**config.mk**
```make
export PLATFORM = sky130hd
export DESIGN_NAME = lcd_frame_ctrl_flat
export DESIGN_NICKNAME = d
export VERILOG_FILES = /design/src/rtl/lcd_pkg.sv /design/src/rtl/lcd_frame_ctrl_if.sv /design/src/rtl/lcd_frame_ctrl.sv /design/src/flat_wrapper.sv
export SDC_FILE = /design/constraint.sdc
export NUM_CORES = 1
export LEC_CHECK = 0
export CAP_MARGIN = 0
export CORE_ASPECT_RATIO = 1.75
export CORE_MARGIN = 2
export CORE_UTILIZATION = 40
export DETAILED_ROUTE_END_ITERATION = 10
export HOLD_SLACK_MARGIN = 0.05
export PLACE_DENSITY = 0.69
export SLEW_MARGIN = 15
export SYNTH_ARGS = -nofsm -noshare
export SYNTH_HDL_FRONTEND = slang
export SYNTH_SLANG_ARGS = --single-unit
```
**constraint.sdc**
```tcl
create_clock -name clk -period 1.7 [get_ports clk]
set_input_delay 0.34 -clock clk [delete_from_list [all_inputs] [get_ports clk]]
set_output_delay 0.34 -clock clk [all_outputs]
set_load 0.03 [all_outputs]
```
**src/rtl/lcd_pkg.sv**
```systemverilog
// Shared constants and FSM encoding for the LCD frame transfer path.
// The address window is shared with the external address counter and the bench model.
package lcd_pkg;

  localparam logic [15:0] CMD_RAMWR      = 16'h002C;
  localparam int unsigned LCD_ADDR_FIRST = 108;
  localparam int unsigned LCD_ADDR_LAST  = 6518;

  typedef enum logic [2:0] {
    StIdle  = 3'd0,
    StCmd   = 3'd1,
    StFetch = 3'd2,
    StWait  = 3'd3,
    StSend  = 3'd4,
    StDrain = 3'd5,
    StDone  = 3'd6
  } lcd_state_e;

  // Number of pixels in one frame, inclusive of both window ends.
  function automatic int unsigned frame_pixels();
    return LCD_ADDR_LAST - LCD_ADDR_FIRST + 1;
  endfunction

endpackage

```
**src/rtl/lcd_frame_ctrl_if.sv**
```systemverilog
// Word stream from the frame controller to the LCD bus writer: valid/ready with a
// data/command flag travelling alongside each word.
interface lcd_frame_ctrl_if #(
  parameter int unsigned DATA_WIDTH = 16
);

  logic                  wr_valid;
  logic                  wr_ready;
  logic [DATA_WIDTH-1:0] wr_data;
  logic                  wr_dc;

  modport master (
    output wr_valid,
    output wr_data,
    output wr_dc,
    input  wr_ready
  );

  modport slave (
    input  wr_valid,
    input  wr_data,
    input  wr_dc,
    output wr_ready
  );

endinterface

```
**src/rtl/lcd_frame_ctrl.sv**
```systemverilog
// Sequences one LCD frame: RAM-write command, then one fetch/send round per pixel,
// driving the external address counter so it always rests at the first address in idle.
module lcd_frame_ctrl #(
  parameter int unsigned           ADDR_WIDTH  = 17,
  parameter int unsigned           DATA_WIDTH  = 16,
  parameter logic [DATA_WIDTH-1:0] CMD_RAMWR   = lcd_pkg::CMD_RAMWR,
  parameter int unsigned           FRAME_CNT_W = 8
) (
  input  logic                   clk,
  input  logic                   rstn,
  input  logic                   start_i,
  input  logic                   abort_i,
  input  logic                   cont_i,
  output logic                   cnt_en_o,
  input  logic                   trans_stop_i,
  output logic                   mem_rd_o,
  input  logic [DATA_WIDTH-1:0]  mem_rdata_i,
  lcd_frame_ctrl_if.master       wr,
  output logic                   busy_o,
  output logic                   done_o,
  output logic [FRAME_CNT_W-1:0] frame_cnt_o
);

  import lcd_pkg::*;

  if (ADDR_WIDTH < $clog2(LCD_ADDR_LAST + 1)) begin : g_addr_width_check
    $error("ADDR_WIDTH cannot reach the last frame-buffer address");
  end

  lcd_state_e             state_q;
  logic                   valid_q;
  logic [DATA_WIDTH-1:0]  data_q;
  logic                   dc_q;
  logic                   rd_q;
  logic                   busy_q;
  logic                   done_q;
  logic [FRAME_CNT_W-1:0] frame_cnt_q;

  always_ff @(posedge clk or negedge rstn) begin
    if (!rstn) begin
      state_q     <= StIdle;
      valid_q     <= 1'b0;
      data_q      <= '0;
      dc_q        <= 1'b0;
      rd_q        <= 1'b0;
      busy_q      <= 1'b0;
      done_q      <= 1'b0;
      frame_cnt_q <= '0;
    end else begin
      rd_q   <= 1'b0;
      done_q <= 1'b0;
      unique case (state_q)
        StIdle: begin
          // start wins over a simultaneous abort; abort alone is ignored here
          if (start_i) begin
            state_q <= StCmd;
            valid_q <= 1'b1;
            dc_q    <= 1'b0;
            data_q  <= CMD_RAMWR;
            busy_q  <= 1'b1;
          end
        end
        StCmd: begin
          // Counter has not moved yet, so an abort here needs no drain
          if (abort_i) begin
            state_q <= StIdle;
            valid_q <= 1'b0;
            busy_q  <= 1'b0;
          end else if (wr.wr_ready) begin
            state_q <= StFetch;
            valid_q <= 1'b0;
            rd_q    <= 1'b1;
          end
        end
        StFetch: begin
          state_q <= abort_i ? StDrain : StWait;
        end
        StWait: begin
          if (abort_i) begin
            state_q <= StDrain;
          end else begin
            state_q <= StSend;
            valid_q <= 1'b1;
            dc_q    <= 1'b1;
            data_q  <= mem_rdata_i;
          end
        end
        StSend: begin
          if (abort_i) begin
            // An accepted-and-aborted pixel is dropped but still advanced the counter
            valid_q <= 1'b0;
            if (wr.wr_ready && trans_stop_i) begin
              state_q <= StIdle;
              busy_q  <= 1'b0;
            end else begin
              state_q <= StDrain;
            end
          end else if (wr.wr_ready) begin
            valid_q <= 1'b0;
            if (trans_stop_i) begin
              state_q     <= StDone;
              done_q      <= 1'b1;
              frame_cnt_q <= frame_cnt_q + 1'b1;
            end else begin
              state_q <= StFetch;
              rd_q    <= 1'b1;
            end
          end
        end
        StDrain: begin
          if (trans_stop_i) begin
            state_q <= StIdle;
            busy_q  <= 1'b0;
          end
        end
        StDone: begin
          if (cont_i) begin
            state_q <= StCmd;
            valid_q <= 1'b1;
            dc_q    <= 1'b0;
            data_q  <= CMD_RAMWR;
          end else begin
            state_q <= StIdle;
            busy_q  <= 1'b0;
          end
        end
        default: begin
          state_q <= StIdle;
          valid_q <= 1'b0;
          busy_q  <= 1'b0;
        end
      endcase
    end
  end

  // The counter must step in the same cycle the writer takes the pixel, so this
  // enable is decoded from the state register rather than registered itself.
  assign cnt_en_o = ((state_q == StSend) && wr.wr_ready) || (state_q == StDrain);

  assign mem_rd_o    = rd_q;
  assign wr.wr_valid = valid_q;
  assign wr.wr_data  = data_q;
  assign wr.wr_dc    = dc_q;
  assign busy_o      = busy_q;
  assign done_o      = done_q;
  assign frame_cnt_o = frame_cnt_q;

endmodule

```
**src/flat_wrapper.sv**
```systemverilog
// flat-port wrapper written by rule: the top's interface ports become plain ports
module lcd_frame_ctrl_flat import lcd_pkg::*;
#(
  parameter int unsigned           ADDR_WIDTH  = 17,
  parameter int unsigned           DATA_WIDTH  = 16,
  parameter logic [DATA_WIDTH-1:0] CMD_RAMWR   = lcd_pkg::CMD_RAMWR,
  parameter int unsigned           FRAME_CNT_W = 8
)
  (clk, rstn, start_i, abort_i, cont_i, cnt_en_o, trans_stop_i, mem_rd_o, mem_rdata_i, busy_o, done_o, frame_cnt_o, wr_wr_valid, wr_wr_data, wr_wr_dc, wr_wr_ready);
  lcd_frame_ctrl_if #(.DATA_WIDTH(DATA_WIDTH)) wr_i ();
  input  logic clk;
  input  logic rstn;
  input  logic start_i;
  input  logic abort_i;
  input  logic cont_i;
  output logic cnt_en_o;
  input  logic trans_stop_i;
  output logic mem_rd_o;
  input  logic [DATA_WIDTH-1:0] mem_rdata_i;
  output logic busy_o;
  output logic done_o;
  output logic [FRAME_CNT_W-1:0] frame_cnt_o;
  output wire logic [$bits(wr_i.wr_valid)-1:0] wr_wr_valid;
  output wire logic [$bits(wr_i.wr_data)-1:0] wr_wr_data;
  output wire logic [$bits(wr_i.wr_dc)-1:0] wr_wr_dc;
  input wire logic [$bits(wr_i.wr_ready)-1:0] wr_wr_ready;
  assign wr_wr_valid = wr_i.wr_valid;
  assign wr_wr_data = wr_i.wr_data;
  assign wr_wr_dc = wr_i.wr_dc;
  assign wr_i.wr_ready = wr_wr_ready;
  lcd_frame_ctrl #(.ADDR_WIDTH(ADDR_WIDTH), .DATA_WIDTH(DATA_WIDTH), .CMD_RAMWR(CMD_RAMWR), .FRAME_CNT_W(FRAME_CNT_W)) u_core (.clk(clk), .rstn(rstn), .start_i(start_i), .abort_i(abort_i), .cont_i(cont_i), .cnt_en_o(cnt_en_o), .trans_stop_i(trans_stop_i), .mem_rd_o(mem_rd_o), .mem_rdata_i(mem_rdata_i), .wr(wr_i), .busy_o(busy_o), .done_o(done_o), .frame_cnt_o(frame_cnt_o));
endmodule
```
==> results.json, run 1 <==
{
  "synthesis.nets": 160,
  "final.period_utilization": 0.984,
  "timing.final.hold_violations": 0,
  "max_clock_freq_mhz": 598,
  "final-setup-viol-count": 0,
  "hp-class": "in2async",
  "ys_async_rst_share": 1.00,
  "cells_after_synth": 136,
  "r2r_slack_ns": 0.12,
  "crit_family": "buffers and inverters",
  "worst-path-max-fanout": 2,
  "worst_setup_skew_after_layout_ns": 0.00614,
  "cp.buffers_inverters": 1,
  "met1_length_microns": 1440,
  "start_kind": "flip-flop",
  "maxCapViolations": 0,
  "groute.usage.overall": 0.188,
  "num_rows": 30,
  "post_drt_via_cell_ratio": 5.36,
  "power.static_leakage_nw": 1.18,
  "cts_inserted_buffers": 5,
  "area.growth.synth_to_final_pct": 49.7,
  "place_ws_ns": -0.155,
  "final_critical_path_setup_slack_ns": 0.0275,
  "synth.ff_latch_count": 32,
  "ys.flop_type": "dfrtp_1",
  "grt_pass1_vias": 1421,
  "n_fill_cell": 327,
  "place_inst": 245,
  "cts_max_level": 2,
  "syn-mean-instance-area_sq_um": 11.4,
  "synth.cell_area_sq_mm": 0.00156,
  "fin_nets": 228,
  "post_route_cells_drive_above_1_share": 0.180,
  "timing.critical_path.slowest_cell_delay_ns": 0.69,
  "finalCriticalPeriod_ns": 1.67,
  "register_area_share_after_synthesis": 0.515,
  "crit_path_top_delay_cell": "clkdlybuf4s50_1",
  "grt_first_pass_wirelength_microns": 6270,
  "ys.warnings.count": 0,
  "power.ir.vdd_worst_uv": 896,
  "maxSlewHeadroom": 0.708,
  "met3_length_microns": 235,
  "finalNonFillerCells": 253,
  "wl_per_cell_microns": 15.1,
  "die_area_sq_mm": 0.00442,
  "grt_start_max_net_pins": 33,
  "global_route.overflow_total": 0,
  "floorplan.die.height_microns": 86.5,
  "buffer_depth_of_the_longest_clock_path": 2,
  "run_status": "complete, no violations",
  "io_pins": 53,
  "fp.dieW_microns": 51.1,
  "start_util": 0.410,
  "first_iter_violations": 31,
  "critPathCaptureType": "output pin",
  "worstMarginPinSlew_ns": 0.438,
  "io_buf_count": 52,
  "cts_setup_buffers": 0,
  "critical_path_class": "reg2out",
  "num_vias": 1355,
  "grt_antenna_before_repair": 0,
  "antenna_violating_nets_post_route": 0,
  "pwr_density_cell_mw_per_mm2": 1480,
  "tritoncts": "done",
  "data_required_critical_path_ns": 1.36,
  "drc": 0,
  "drt_pre_antenna_iters": 4,
  "clock_pin_slew_worst_setup_and_hold_paths_ns": 0.07,
  "number_of_gates_resized_after_cts": 5,
  "clk_root_buf": "clkbuf_8",
  "finalWirelength_microns": 3820,
  "insertion_delay_ns": 0.28,
  "cp.arrival_ns": 1.33,
  "count_of_flip_flops_with_a_built_in_enable_after_synthesis": 0,
  "maxSlewViolCount": 0,
  "place_congestion": 0.778,
  "cts_hold_buf": 0,
  "top_layer_used": "met4",
  "synthDistinctLibCells": 45,
  "wl_met2_microns": 2070,
  "grt_setup_unrepaired": "no",
  "n_antenna_cell": 0,
  "timing.critical_path.cells": "clkdlybuf4s50_1",
  "tritoncts_num_sinks": 32,
  "dp_hpwl_microns": 2820,
  "fp.coreArea_sq_mm": 0.00379
}
[layer usage]
| layer | vias up | track usage |
|---|---|---|
| met5 | - | 0 |
| li1 | 634 | - |
| met1 | 663 | 0.202 |
| met2 | 50 | 0.335 |
| met3 | 8 | 0.0500 |
| met4 | 0 | 0.0811 |
[cells in the final DEF (no fill, tap or decap), drive strengths merged, types with 3 or more instances in the layout]
| cell | n |
|---|---|
| a21oi | 6 |
| a22o | 13 |
| buf | 20 |
| clkbuf | 8 |
| clkdlybuf4s50 | 38 |
| dfrtp | 32 |
| dlygate4sd2 | 5 |
| dlymetal6s2s | 8 |
| inv | 6 |
| nand2 | 4 |
| nand3 | 3 |
| nor2b | 6 |
| nor3 | 3 |
| nor3b | 4 |
| nor4 | 3 |
| o21ai | 4 |
| xnor2 | 5 |
[worst register-to-register path, cell delays in order, from the launching register on]
cell and delay (ns):
dfrtp_1 0.61, and4b_1 0.31, buf_4 0.17, nor4_1 0.29, a21oi_1 0.08
[flip-flops by register name, indices dropped and copies added (netlist names)]
signal              flops
u_core.state_q          3
u_core.done_o           1
u_core.wr.wr_valid      1
u_core.mem_rd_o         1
u_core.wr.wr_data      16
u_core.wr.wr_dc         1
u_core.frame_cnt_o      8
u_core.busy_o           1
[synth_stat cells, types with 3 or more instances]
library cell,n,area (sq um)
nand3_1,3,15.0
a22o_1,13,114
inv_1,6,22.5
dfrtp_1,32,801
xnor2_1,5,43.8
buf_2,3,15.0
nand2_1,4,15.0
nor3b_1,4,30.0
nor4_1,3,18.8
clkbuf_1,4,15.0
nor2b_1,6,37.5
a21oi_1,6,30.0
o21ai_0,4,20.0
[path summary, 6_finish.rpt]
| check | end | startpoint | cells past startpoint |
|---|---|---|---|
| max in group asynchronous | u_core.state_q[1]$_DFFE_PN0P_ | rstn | 2 |
| min | u_core.busy_o$_DFFE_PN0P_ | rstn | 2 |
| min in group clk | u_core.frame_cnt_o[7]$_DFFE_PN0P_ | u_core.frame_cnt_o[7]$_DFFE_PN0P_ | 1 |
| min reg2reg | u_core.frame_cnt_o[7]$_DFFE_PN0P_ | u_core.frame_cnt_o[7]$_DFFE_PN0P_ | 1 |
| max reg2reg | u_core.wr.wr_data[5]$_DFFE_PN0P_ | u_core.state_q[0]$_DFFE_PN0P_ | 4 |
| max | wr_wr_data[15] | u_core.wr.wr_data[15]$_DFFE_PN0P_ | 1 |
[logic make-up after synthesis]
group                      count (synthesis)  synth area share
AOI/OAI and AO/OA                         36             0.175
and+or+nand+nor                           43             0.206
xor gates and xnor gates                   7            0.0394
adders and majority gates                  1           0.00804
buffers and inverters                     16            0.0491
DFF                                       32             0.515
muxes                                      1           0.00724
[final cells by class]
type / instances / area [sq um] / share of cell area
repair buffers: 71 / 674 / 0.290
clock buffers: 8 / 90.1 / 0.0387
multi-input cells: 88 / 678 / 0.291
well taps: 48 / 60.1 / 0.0258
inverters: 6 / 22.5 / 0.00967
flip-flops and latches: 32 / 803 / 0.345
[power by group]
group	leakage, nW	switching [mW]	internal, mW	total, mW
logic	0.722	0.846	0.791	1.64
clock network	0.0455	0.278	0.330	0.608
registers	0.417	0.225	0.973	1.20
[stage by stage]
| step | power [mW] | setup TNS, ns | area (sq um) | util | hold WS (ns) |
|---|---|---|---|---|---|
| 6_report | 3.44 | 0 | 2330 | 0.614 | 0.446 |
| 4_1_cts | 3.48 | 0 | 2310 | 0.608 | 0.461 |
| 2_1_floorplan | 2.18 | 0 | 1560 | - | 0.0444 |
| 3_5_place_dp | 2.86 | -1.15 | 2220 | 0.586 | 0.467 |
| 3_3_place_gp | 2.81 | -0.481 | 2220 | 0.586 | 0.460 |
| 5_1_grt | 3.64 | 0 | 2330 | 0.614 | 0.493 |
(Power assumes the default switching activity.)
==> run 2, diff against run 1 <==
Settings changed: MAX_ROUTING_LAYER set to met4.
Clock period 1.7 ns to 1.6 ns, I/O delays scaled along.
==> results.json, run 2 (synthesis gave the netlist of run 1 again) <==
{
  "run_status": "complete, no violations",
  "post_drt_via_cell_ratio": 5.31,
  "area.growth.synth_to_final_pct": 50.4,
  "final_design_area_no_fill_sq_mm": 0.00234,
  "grt_setup_unrepaired": "no",
  "floorplan.die.height_microns": 86.5,
  "crit_family": "flip-flops",
  "pwr_density_cell_mw_per_mm2": 1550,
  "final-setup-viol-count": 0,
  "drt_pre_antenna_iters": 4,
  "cts_hold_buf": 0,
  "num_rows": 30,
  "dp_hpwl_microns": 2920,
  "final.period_utilization": 0.935,
  "io_pins": 53,
  "power.static_leakage_nw": 1.21,
  "fp.coreArea_sq_mm": 0.00379,
  "place_congestion": 0.811,
  "mostFrequentLayoutCell": "dfrtp_1",
  "n_antenna_cell": 0,
  "timing.critical_path.cells": "nor2b_2 > o21a_1 > buf_4",
  "tritoncts_num_sinks": 32,
  "tritoncts": "done",
  "io_buf_count": 52,
  "cts_inserted_buffers": 5,
  "crit_path_top_delay_cell": "dfrtp_2",
  "timing.final.hold_violations": 0,
  "cp.buffers_inverters": 1,
  "global_route.overflow_total": 0,
  "cp.arrival_ns": 1.18,
  "clk_root_buf": "clkbuf_8",
  "critical_path_class": "reg2out",
  "start_kind": "flip-flop",
  "drc": 0,
  "hold_slack_ns": 0.435,
  "finalCriticalPeriod_ns": 1.50,
  "worst-path-max-fanout": 8,
  "max_clock_freq_mhz": 668,
  "power_mw": 3.62,
  "num_vias": 1375,
  "maxSlewViolCount": 0,
  "worst_setup_skew_after_layout_ns": 0.00540,
  "start_util": 0.410,
  "cts_max_level": 2,
  "grt_antenna_before_repair": 0,
  "grt_first_pass_wirelength_microns": 6490,
  "grt_start_max_net_pins": 33,
  "insertion_delay_ns": 0.28,
  "maxCapViolations": 0,
  "final_cell_mix": "dfrtp_1, dlygate4sd2_1, buf_4",
  "fp.dieW_microns": 51.1,
  "power.ir.vdd_worst_uv": 966,
  "data_required_critical_path_ns": 1.28,
  "timing.critical_path.slowest_cell_delay_ns": 0.48,
  "grt_pass1_vias": 1417,
  "die_area_sq_mm": 0.00442,
  "antenna_violating_nets_post_route": 0,
  "largest_reg_flops": 16,
  "buffer_depth_of_the_longest_clock_path": 2,
  "first_iter_violations": 31,
  "finalWirelength_microns": 3900,
  "worstMarginPinSlew_ns": 0.409,
  "wl_per_cell_microns": 15.1,
  "groute.usage.overall": 0.196,
  "dpl-instance-area_sq_mm": 0.00224,
  "hp-class": "in2async",
  "maxSlewHeadroom": 0.727,
  "fin_nets": 234,
  "clock_pin_slew_worst_setup_and_hold_paths_ns": 0.07,
  "critPathCaptureType": "output pin",
  "post_route_cells_drive_above_1_share": 0.223
}
run 2: cell count changes in the layout (fill, tap and decap cells not counted), sizes merged:
cell,change
dlygate4sd2,+22
clkdlybuf4s50,-17
buf,+6
dlymetal6s2s,-5
clkbuf,-3
clkinv,+3
run 2: per-layer routing:
layer | track usage | routed length, microns | vias up
li1 | - | - | 644
met1 | 0.219 | 1520 | 662
met2 | 0.333 | 2060 | 61
met3 | 0.0448 | 234 | 8
met4 | 0.0762 | 82 | 0
met5 | - | 0 | -
run 2: layout make-up:
class / count / area (sq um)
fill: 337 / 1450
sequential: 32 / 805
timing repair buffer: 77 / 683
multi-input combinational: 88 / 681
clock buffer: 5 / 68.8
tap: 48 / 60.1
inverter: 6 / 22.5
clock inverter: 3 / 18.8
run 2: repair_timing:
item,4_1_cts,5_1_grt
setup buffers,0,4
pin swaps,0,0
endpoints found under the setup margin,28,4
resized for setup,29,6
run 2: worst register-to-register path: cells and delay by family (launching register included):
kind | cells | cell delay, ns
and+or+nand+nor | 2 | 0.77
DFF | 1 | 0.48
xor gates and xnor gates | 1 | 0.16
run 2: power breakdown:
group | switching [mW] | total, mW | internal [mW]
combinational | 0.966 | 1.77 | 0.808
sequential | 0.196 | 1.23 | 1.04
clock | 0.309 | 0.612 | 0.303
run 2: path summary, 6_finish.rpt:
check,start,to,slack [ns],depth (start not counted)
max,u_core.state_q[1]$_DFFE_PN0P_,cnt_en_o,0.10,3
min,rstn,u_core.state_q[0]$_DFFE_PN0P_,0.43,2
max reg2reg,u_core.state_q[0]$_DFFE_PN0P_,u_core.frame_cnt_o[4]$_DFFE_PN0P_,0.12,3
min reg2reg,u_core.frame_cnt_o[7]$_DFFE_PN0P_,u_core.frame_cnt_o[7]$_DFFE_PN0P_,0.47,1
max in group asynchronous,rstn,u_core.state_q[2]$_DFFE_PN0P_,0.84,2
min in group clk,u_core.frame_cnt_o[7]$_DFFE_PN0P_,u_core.frame_cnt_o[7]$_DFFE_PN0P_,0.47,1
run 2: through the flow:
stage	util	setup slack, ns	instances	TNS (ns)
after floorplan	-	0.174	136	0
after global placement	0.590	-0.129	247	-2.37
after detailed placement	0.590	-0.178	247	-2.87
after CTS	0.605	0.000846	255	0
after global routing	0.617	0.0371	259	0
final	0.617	0.104	259	0
